`config.mk`:
```
export PLATFORM = sky130hd
export DESIGN_NAME = mem_port_arbiter_flat
export DESIGN_NICKNAME = d
export VERILOG_FILES = /design/src/rtl/mem_port_arbiter_if.sv /design/src/rtl/mem_port_arbiter.sv /design/src/flat_wrapper.sv
export SDC_FILE = /design/constraint.sdc
export NUM_CORES = 1
export LEC_CHECK = 0
export ABC_AREA = 1
export CORE_AREA = 4 4 104 106
export DETAILED_ROUTE_END_ITERATION = 6
export DIE_AREA = 0 0 108 110
export PLACE_DENSITY_LB_ADDON = 0.08
export RECOVER_POWER = 25
export SYNTH_ARGS = -nofsm -noshare
export SYNTH_HDL_FRONTEND = slang
export SYNTH_SLANG_ARGS = --single-unit
```
`constraint.sdc`:
```
create_clock -name clk -period 2.2 [get_ports clk]
set_input_delay 0.44 -clock clk [delete_from_list [all_inputs] [get_ports clk]]
set_output_delay 0.44 -clock clk [all_outputs]
set_load 0.05 [all_outputs]
```
`src/rtl/mem_port_arbiter_if.sv`:
```
// Purpose: bundles fetch port, load/store port, memory command bus and busy flag.
// Latency: wires only; timing is set by mem_port_arbiter and MEM_LATENCY.
// Backpressure: each requester holds its req and fields until its gnt.
interface mem_port_arbiter_if #(
  parameter int ADDR_W = 32
);
  logic              if_req;
  logic [ADDR_W-1:0] if_addr;
  logic              if_gnt;
  logic              if_rvalid;
  logic [31:0]       if_rdata;

  logic              d_req;
  logic              d_we;
  logic [3:0]        d_be;
  logic [ADDR_W-1:0] d_addr;
  logic [31:0]       d_wdata;
  logic              d_gnt;
  logic              d_rvalid;
  logic [31:0]       d_rdata;

  logic              mem_en;
  logic              mem_we;
  logic [3:0]        mem_be;
  logic [ADDR_W-1:0] mem_addr;
  logic [31:0]       mem_wdata;
  logic [31:0]       mem_rdata;

  logic              busy;

  // Environment side: the core's two ports plus the memory's read data.
  modport master (
    output if_req, if_addr, d_req, d_we, d_be, d_addr, d_wdata, mem_rdata,
    input  if_gnt, if_rvalid, if_rdata, d_gnt, d_rvalid, d_rdata,
    input  mem_en, mem_we, mem_be, mem_addr, mem_wdata, busy
  );

  // Arbiter side.
  modport slave (
    input  if_req, if_addr, d_req, d_we, d_be, d_addr, d_wdata, mem_rdata,
    output if_gnt, if_rvalid, if_rdata, d_gnt, d_rvalid, d_rdata,
    output mem_en, mem_we, mem_be, mem_addr, mem_wdata, busy
  );
endinterface

```
`src/rtl/mem_port_arbiter.sv`:
```
// Purpose: arbitrates fetch and load/store ports onto one single-port memory
//          and routes each response back to its owner. ARB_STATS_EN adds counters.
// Latency: gnt is combinational in a slot; rvalid MEM_LATENCY cycles after gnt.
// Backpressure: one access outstanding; new grants only in IDLE or response cycle.
module mem_port_arbiter #(
  parameter int ADDR_W       = 32,
  parameter int MEM_LATENCY  = 1,
  parameter int STARVE_LIMIT = 4
) (
  input  logic clk,
  input  logic reset,
  mem_port_arbiter_if.slave bus
`ifdef ARB_STATS_EN
  ,
  output logic [31:0] stat_if_grants,
  output logic [31:0] stat_d_grants,
  output logic [31:0] stat_conflicts
`endif
);

  typedef enum logic {IDLE, WAIT} state_t;

  localparam logic [3:0] LAT_INIT = 4'(MEM_LATENCY - 1);

  state_t            state, state_nxt;
  logic [3:0]        lat_cnt;
  logic [3:0]        starve_cnt;
  logic              owner_d;
  logic              owner_we;
  logic              resp;
  logic              slot;
  logic              force_if;
  logic              if_win;
  logic              d_win;
  logic              grant;
  logic [ADDR_W-1:0] addr_sel;

  // Response cycle: the outstanding access's data is on mem_rdata now.
  // The reset term keeps grants off while reset is held, even with requests up.
  assign resp     = (state == WAIT) && (lat_cnt == 4'd0);
  assign slot     = reset && ((state == IDLE) || resp);
  assign force_if = (STARVE_LIMIT != 0) && (int'(starve_cnt) >= STARVE_LIMIT);
  assign grant    = if_win || d_win;

  // State register.
  always_ff @(posedge clk or negedge reset) begin
    if (!reset) state <= IDLE;
    else        state <= state_nxt;
  end

  // Winner selection, next state and memory command; data wins ties unless fetch is starving.
  always_comb begin
    state_nxt     = state;
    if_win        = 1'b0;
    d_win         = 1'b0;
    addr_sel      = '0;
    bus.mem_en    = 1'b0;
    bus.mem_we    = 1'b0;
    bus.mem_be    = 4'h0;
    bus.mem_wdata = 32'h0;
    if (slot) begin
      if (bus.if_req && (!bus.d_req || force_if)) if_win = 1'b1;
      else if (bus.d_req)                          d_win  = 1'b1;
    end
    if (if_win) begin
      addr_sel   = bus.if_addr;
      bus.mem_en = 1'b1;
      bus.mem_be = 4'hF;
    end else if (d_win) begin
      addr_sel      = bus.d_addr;
      bus.mem_en    = 1'b1;
      bus.mem_we    = bus.d_we;
      bus.mem_be    = bus.d_be;
      bus.mem_wdata = bus.d_wdata;
    end
    bus.mem_addr = addr_sel;
    if (grant)     state_nxt = WAIT;
    else if (resp) state_nxt = IDLE;
  end

  // Owner, access type and latency countdown for the outstanding access.
  always_ff @(posedge clk or negedge reset) begin
    if (!reset) begin
      lat_cnt  <= 4'd0;
      owner_d  <= 1'b0;
      owner_we <= 1'b0;
    end else if (grant) begin
      lat_cnt  <= LAT_INIT;
      owner_d  <= d_win;
      owner_we <= d_win && bus.d_we;
    end else if ((state == WAIT) && (lat_cnt != 4'd0)) begin
      lat_cnt <= lat_cnt - 4'd1;
    end
  end

  // Count slots in which a pending fetch was passed over; saturates at 15.
  always_ff @(posedge clk or negedge reset) begin
    if (!reset)                                         starve_cnt <= 4'd0;
    else if (if_win)                                    starve_cnt <= 4'd0;
    else if (slot && bus.if_req && starve_cnt != 4'hF) starve_cnt <= starve_cnt + 4'd1;
  end

  // Route the response to its owner; rdata stays zero outside a read response.
  assign bus.if_gnt    = if_win;
  assign bus.d_gnt     = d_win;
  assign bus.if_rvalid = resp && !owner_d;
  assign bus.d_rvalid  = resp && owner_d;
  assign bus.if_rdata  = (resp && !owner_d) ? bus.mem_rdata : 32'h0;
  assign bus.d_rdata   = (resp && owner_d && !owner_we) ? bus.mem_rdata : 32'h0;
  assign bus.busy      = (state == WAIT);

`ifdef ARB_STATS_EN
  // Wrapping grant and contention counters, read hierarchically at halt.
  always_ff @(posedge clk or negedge reset) begin
    if (!reset) begin
      stat_if_grants <= 32'd0;
      stat_d_grants  <= 32'd0;
      stat_conflicts <= 32'd0;
    end else begin
      if (if_win)                            stat_if_grants <= stat_if_grants + 32'd1;
      if (d_win)                             stat_d_grants  <= stat_d_grants + 32'd1;
      if (slot && bus.if_req && bus.d_req)   stat_conflicts <= stat_conflicts + 32'd1;
    end
  end
`endif

endmodule
```
`src/flat_wrapper.sv`:
```
// flat-port wrapper written by rule: the top's interface ports become plain ports
module mem_port_arbiter_flat 
#(
  parameter int ADDR_W       = 32,
  parameter int MEM_LATENCY  = 1,
  parameter int STARVE_LIMIT = 4
)
  (clk, reset, bus_if_req, bus_if_addr, bus_d_req, bus_d_we, bus_d_be, bus_d_addr, bus_d_wdata, bus_mem_rdata, bus_if_gnt, bus_if_rvalid, bus_if_rdata, bus_d_gnt, bus_d_rvalid, bus_d_rdata, bus_mem_en, bus_mem_we, bus_mem_be, bus_mem_addr, bus_mem_wdata, bus_busy);
  mem_port_arbiter_if #(.ADDR_W(ADDR_W)) bus_i ();
  input  logic clk;
  input  logic reset;
  input wire logic [$bits(bus_i.if_req)-1:0] bus_if_req;
  input wire logic [$bits(bus_i.if_addr)-1:0] bus_if_addr;
  input wire logic [$bits(bus_i.d_req)-1:0] bus_d_req;
  input wire logic [$bits(bus_i.d_we)-1:0] bus_d_we;
  input wire logic [$bits(bus_i.d_be)-1:0] bus_d_be;
  input wire logic [$bits(bus_i.d_addr)-1:0] bus_d_addr;
  input wire logic [$bits(bus_i.d_wdata)-1:0] bus_d_wdata;
  input wire logic [$bits(bus_i.mem_rdata)-1:0] bus_mem_rdata;
  output wire logic [$bits(bus_i.if_gnt)-1:0] bus_if_gnt;
  output wire logic [$bits(bus_i.if_rvalid)-1:0] bus_if_rvalid;
  output wire logic [$bits(bus_i.if_rdata)-1:0] bus_if_rdata;
  output wire logic [$bits(bus_i.d_gnt)-1:0] bus_d_gnt;
  output wire logic [$bits(bus_i.d_rvalid)-1:0] bus_d_rvalid;
  output wire logic [$bits(bus_i.d_rdata)-1:0] bus_d_rdata;
  output wire logic [$bits(bus_i.mem_en)-1:0] bus_mem_en;
  output wire logic [$bits(bus_i.mem_we)-1:0] bus_mem_we;
  output wire logic [$bits(bus_i.mem_be)-1:0] bus_mem_be;
  output wire logic [$bits(bus_i.mem_addr)-1:0] bus_mem_addr;
  output wire logic [$bits(bus_i.mem_wdata)-1:0] bus_mem_wdata;
  output wire logic [$bits(bus_i.busy)-1:0] bus_busy;
  assign bus_i.if_req = bus_if_req;
  assign bus_i.if_addr = bus_if_addr;
  assign bus_i.d_req = bus_d_req;
  assign bus_i.d_we = bus_d_we;
  assign bus_i.d_be = bus_d_be;
  assign bus_i.d_addr = bus_d_addr;
  assign bus_i.d_wdata = bus_d_wdata;
  assign bus_i.mem_rdata = bus_mem_rdata;
  assign bus_if_gnt = bus_i.if_gnt;
  assign bus_if_rvalid = bus_i.if_rvalid;
  assign bus_if_rdata = bus_i.if_rdata;
  assign bus_d_gnt = bus_i.d_gnt;
  assign bus_d_rvalid = bus_i.d_rvalid;
  assign bus_d_rdata = bus_i.d_rdata;
  assign bus_mem_en = bus_i.mem_en;
  assign bus_mem_we = bus_i.mem_we;
  assign bus_mem_be = bus_i.mem_be;
  assign bus_mem_addr = bus_i.mem_addr;
  assign bus_mem_wdata = bus_i.mem_wdata;
  assign bus_busy = bus_i.busy;
  mem_port_arbiter #(.ADDR_W(ADDR_W), .MEM_LATENCY(MEM_LATENCY), .STARVE_LIMIT(STARVE_LIMIT)) u_core (.clk(clk), .reset(reset), .bus(bus_i));
endmodule
```
After elaboration in Yosys (flattened, before gate mapping) --
Index checks and enable logic that the tools add are counted.
Word-level totals: bits in registers 11
Operators by class: add/sub/neg operators 2, magnitude comparators 1, eq/ne operators 1, multiplexer cells 23, bitwise gates (word level) 1, reductions and logical operators 21
Operators by type and width (number):
- 32-bit two-way mux | 6
- 4-bit two-way mux | 6
- 1-bit two-way mux | 11
- 1-bit logical AND | 10
- 2-bit nonzero test | 3
- 4-bit by 1-bit adder with 4-bit output (second input constant) | 1
- 4-bit by 3-bit greater-or-equal comparator with 1-bit output (second input constant) | 1
- 4-bit zero test | 1
- 4-bit != test (second input constant) | 1
- 4-bit nonzero test | 1
- 4-bit by 1-bit subtractor with 4-bit output (second input constant) | 1
- 1-bit zero test | 3
- 1-bit logical OR | 3
- 1-bit NOT | 1

Depth between registers and ports, before layout --
depth in word-level cells 8, mapped depth 10, gate-level depth less buffers 8

Worst setup path before layout --
OpenSTA, ideal clock, no wires.
path type reg-to-output, start register u_core.state (netlist: u_core.bus.busy), end output bus_d_rdata[11], data arrival time 2052 ps, slack -292 ps, stages on the path, launching flop included 8, cells stage by stage dfrtp_1 inv_1 nor2_2 nand2_1 or2_1 buf_6 buf_6 nor2_1
Between the ends: word-level cells in the longest chain between the ends 4
Ends and longest elaborated chain:
- start: declaration | RTL line mem_port_arbiter.sv:25 | state_t state, state_nxt;
- start signal: assignment | RTL line mem_port_arbiter.sv:48 | else state <= state_nxt;
- 1-bit logical AND | RTL line mem_port_arbiter.sv:40 | assign resp = (state == WAIT) && (lat_cnt == 4'd0);
- 1-bit logical AND (2 in a row) | RTL line mem_port_arbiter.sv:109 | assign bus.d_rdata = (resp && owner_d && !owner_we) ? bus.mem_rdata : 32'h0;
- 32-bit two-way mux | RTL line mem_port_arbiter.sv:109
- end: declaration | RTL line flat_wrapper.sv:25 | output wire logic [$bits(bus_i.d_rdata)-1:0] bus_d_rdata;
Every way passes these cells.

Final worst setup path --
start input reset, end output bus_mem_addr[5]
Between the ends: word-level cells in the longest chain between the ends 4, elaborated cells on any way between the ends 5
Ends and longest elaborated chain:
- start: declaration | RTL line flat_wrapper.sv:11 | input logic reset;
- 1-bit logical AND (*) | RTL line mem_port_arbiter.sv:41 | assign slot = reset && ((state == IDLE) || resp);
- 1-bit two-way mux | RTL line mem_port_arbiter.sv:61 | if (slot) begin
- 32-bit two-way mux | RTL line mem_port_arbiter.sv:69 | end else if (d_win) begin
- 32-bit two-way mux (*) | RTL line mem_port_arbiter.sv:65 | if (if_win) begin
- end: declaration | RTL line flat_wrapper.sv:29 | output wire logic [$bits(bus_i.mem_addr)-1:0] bus_mem_addr;
Every way passes the cells marked *; elsewhere a longest branch is shown, timed or not.

==> results.txt <==
----------------------------------------------------
[Status]
  Run status ... finished, violations left
  Violated checks ... setup timing

[STA]
  Worst rel slew slack ... 66.68%
  Worst clock skew ... 0.003666 ns
  Number of endpoints with negative hold slack in the final report ... 0
  Final sum of negative setup slack ... -11.44 ns
  Fin Hold WS ... 0.5247 ns
  Final worst slack ... -0.1535 ns
  Slew Viols, Final ... 0
  Crit share post-route ... 107.0%
  Shortest period the worst path allows ... 2.354 ns
  Slew at the pin with the worst max-slew slack ... 0.4983 ns
  Unrepaired setup endpoints after global routing ... true
  Endpoints failing setup ... 106
  Maximum clock frequency ... 0.4249 GHz

[Detailed routing]
  Violation count after the first detailed-route iteration ... 101
  Detailed-routed wire length on met2 ... 9757 microns
  Drt via density ... 4.405
  Total routed wirelength ... about 17000 microns
  Detailed-route DRC error count ... 0
  Met3 layer wire length in the routed design ... 1601 microns
  DR WL/cell ... 20.43 microns
  First-pass iteration count of the detailed router ... 4
  M1 WL ... about 4700 microns
  Count of vias placed by the detailed router ... 3568
  Number of nets with antenna violations after detailed routing ... 0
  Top routing layer used ... met4

[Floorplan]
  I/O pin total ... ~280
  Die height ... between 100 and 150 microns
  Starting Density ... 18.20%
  Area of the core ... 9774 sq um
  Die area ... 11880 sq um
  Number of placement rows ... 36
  Horizontal extent of the die ... 108 microns

[Placement]
  Number of buffer cells added on primary ports ... around 280
  Placed cell area ... roughly 6500 sq um
  Routability cong. ... ~0.79
  Total half-perimeter wirelength after legalization and detailed placement ... 11110 microns
  Dpl cells ... 776
  Worst setup slack before clock tree synthesis ... -0.2070 ns

[Worst setup path]
  Delay contributed by the slowest stage of the critical path ... 0.60 ns
  Startpoint kind of the worst setup timing path ... input port
  Data required time at the worst endpoint ... 1.76 ns
  CP delay by family, top ... buffers and inverters
  Worst endpoint data arrival time ... 1.91 ns
  Slowest library cell on the worst path ... sky130_fd_sc_hd__dlygate4sd3_1
  Critical path cell sequence ... dlygate4sd3_1 > nand2_4 > nor2_4 > buf_6 > buf_12 > nand2_1 > nand2_4 > buf_12
  Critical path start-end classification ... input port to output pin
  Maximum fanout along the worst path ... 5
  Crit path buffers/inverters ... 4
  Kind of end point of the critical path ... output pin

[Global routing]
  Number of global-route vias before repair ... between 3000 and 4000
  Total overflow reported by the global router ... 0
  Global-route wire length before repair ... approximately 19000 microns
  Largest net degree at the start of global routing ... 34
  Combined global-route utilization of all metal layers ... 21.19%
  Number of antenna violations at the first check in global routing ... 0

[Clock tree]
  Master cell of the clock root buffer ... sky130_fd_sc_hd__clkbuf_8
  CTS clock-pin slew for the worst setup and hold paths ... 0.05 ns
  Number of H-tree branching levels ... 1
  Post-CTS Hold Buffers ... 0
  Clock buffers created by TritonCTS ... 3
  CTS sink count ... 11
  Clock latency at the later pin of the worst-skew pair ... 0.24 ns
  TritonCTS clock tree ... yes
  Max Root-Sink Buffers ... 2

[Hold path]
  Hold crit path type ... flip-flop to flip-flop

[Layout]
  Filler instances ... 491
  Number of inserted diodes ... 0
  Most common cell after layout, fill and taps aside ... sky130_fd_sc_hd__buf_12
  Total number of nets in the final design ... between 800 and 900
  Synth-to-layout area growth ... 360.7%
  Commonest cells after routing, fill and taps aside ... sky130_fd_sc_hd__buf_12, sky130_fd_sc_hd__clkdlybuf4s50_1, sky130_fd_sc_hd__nor2_4, sky130_fd_sc_hd__nand2_4, sky130_fd_sc_hd__inv_1
  Final instance area ... 8197 sq um
  Fraction of layout instances using a drive strength above 1 ... around three fifths
  Post-Layout Cell Count ... 810

[Logic synthesis]
  Sequential share of the synthesized area ... 15.47%
  Count of synthesis-stage warnings from yosys ... 0
  Main area contributors after synthesis ... sky130_fd_sc_hd__nand2_1, sky130_fd_sc_hd__nor2_1, sky130_fd_sc_hd__inv_1
  Total nets after synthesis ... 504
  Summed instance area of the synthesized netlist ... 1779 sq um
  Area share of the largest cell type after synthesis ... between 20% and 30%
  Instance count of the mapped netlist ... 364
  Number of storage elements in the synthesis netlist ... 11
  Count of unique library cells instantiated by Yosys ... 20
  Average size of a mapped cell ... roughly 5 sq um
  Cell type with the highest aggregate area in the netlist ... sky130_fd_sc_hd__nand2_1

[Power and ir drop]
  Worst IR drop on VDD ... 0.2691 mV
  Cell area power density ... 341.7 nW/um^2
  Leak ... 3.726 nW

[Flow run]
  Maximum capacitance violations ... 0

----------------------------------------------------
## report_power, final
group	total [mW]	switching (mW)	internal (mW)
clock network	0.204	0.0769	0.127
logic	2.36	1.25	1.12
registers	0.235	0.0157	0.219
total	2.80	1.34	1.46
## logic make-up (layout without fill, tap and decap cells)
family | count (synthesis) | after routing | share of synthesized area (%)
AND/OR/NAND/NOR | 243 | 243 | 55.70
AO/OA/AOI/OAI | 6 | 6 | 1.687
adder cells (fa/ha/maj) | 3 | 3 | 2.110
buffers and inverters | 100 | 413 | 24.54
flip-flops | 11 | 11 | 15.47
XOR/XNOR | 1 | 1 | 0.4924
## worst register-to-register path: stages (launching register included)
cell                        delay [ns]
sky130_fd_sc_hd__dfrtp_1          0.38
sky130_fd_sc_hd__inv_2            0.08
sky130_fd_sc_hd__ha_4             0.13
sky130_fd_sc_hd__nand3_4          0.10
sky130_fd_sc_hd__nand2_4          0.11
sky130_fd_sc_hd__nand2_4          0.07
sky130_fd_sc_hd__nor2_4           0.14
sky130_fd_sc_hd__buf_12           0.17
sky130_fd_sc_hd__clkbuf_16        0.18
sky130_fd_sc_hd__nand2_8          0.05
sky130_fd_sc_hd__buf_4            0.13
sky130_fd_sc_hd__buf_4            0.12
sky130_fd_sc_hd__nand2_1          0.05
## metal layers
layer / vias up / GRT usage [%]
li1: 1651 / -
met1: 1693 / 18.71
met2: 198 / 45.03
met3: 26 / 7.688
met4: 0 / 4.328
met5: - / 0
## final cells by class
type	instances	area, sq um	area share, %
tap	133	166.4	2.030
sequential	11	275.3	3.358
timing repair buffer	327	4950	60.39
inverter	82	310.3	3.786
clock buffer	4	45.04	0.5495
multi-input combinational	253	2450	29.89
## what timing repair did
action | 4_1_cts | 5_1_grt
endpoints found under the setup margin | 136 | 137
gates cloned | 6 | 11
pin swaps | 6 | 40
resized for setup | 154 | 152
setup buffers | 9 | 6
## metrics by stage
step,utilization [%],power (mW)
after floorplan,-,1.098
after global placement,66.39,2.164
after detailed placement,66.39,2.179
after CTS,74.44,2.553
after global routing,83.86,2.899
final,83.86,2.801
## synth_stat cells
master and number:
sky130_fd_sc_hd__a21oi_1 3, sky130_fd_sc_hd__xor2_1 1, sky130_fd_sc_hd__nand2_1 126, sky130_fd_sc_hd__buf_6 6
sky130_fd_sc_hd__nor2_2 10, sky130_fd_sc_hd__inv_2 3, sky130_fd_sc_hd__buf_4 2, sky130_fd_sc_hd__or2_1 1
sky130_fd_sc_hd__o21ai_0 3, sky130_fd_sc_hd__clkbuf_1 3, sky130_fd_sc_hd__nand3_2 2, sky130_fd_sc_hd__nand4_1 1
sky130_fd_sc_hd__nor2_1 94, sky130_fd_sc_hd__dfrtp_1 11, sky130_fd_sc_hd__nand3_4 1, sky130_fd_sc_hd__ha_1 3
sky130_fd_sc_hd__inv_1 79, sky130_fd_sc_hd__nor2_4 2, sky130_fd_sc_hd__buf_2 7, sky130_fd_sc_hd__nand3_1 6
## final timing paths
kind	start	endpoint	slack (ns)	cells after the start
min in group asynchronous	reset	u_core.starve_cnt[2]$_DFFE_PN0P_	0.78	3
worst max-delay path	reset	bus_mem_addr[5]	-0.15	8
worst max register to register	u_core.lat_cnt[1]$_DFFE_PN0P_	u_core.owner_we$_DFFE_PN0P_	0.40	12
max in group asynchronous	reset	u_core.lat_cnt[1]$_DFFE_PN0P_	1.28	3
worst min register to register	u_core.owner_we$_DFFE_PN0P_	u_core.owner_we$_DFFE_PN0P_	0.52	2
worst min-delay path	u_core.owner_we$_DFFE_PN0P_	u_core.owner_we$_DFFE_PN0P_	0.52	2
## state kept, by name (all words and copies together) (netlist names)
name               flops
u_core.bus.busy        1
u_core.owner_we        1
u_core.starve_cnt      4
u_core.lat_cnt         4
u_core.owner_d         1
(Power assumes the default switching activity.)
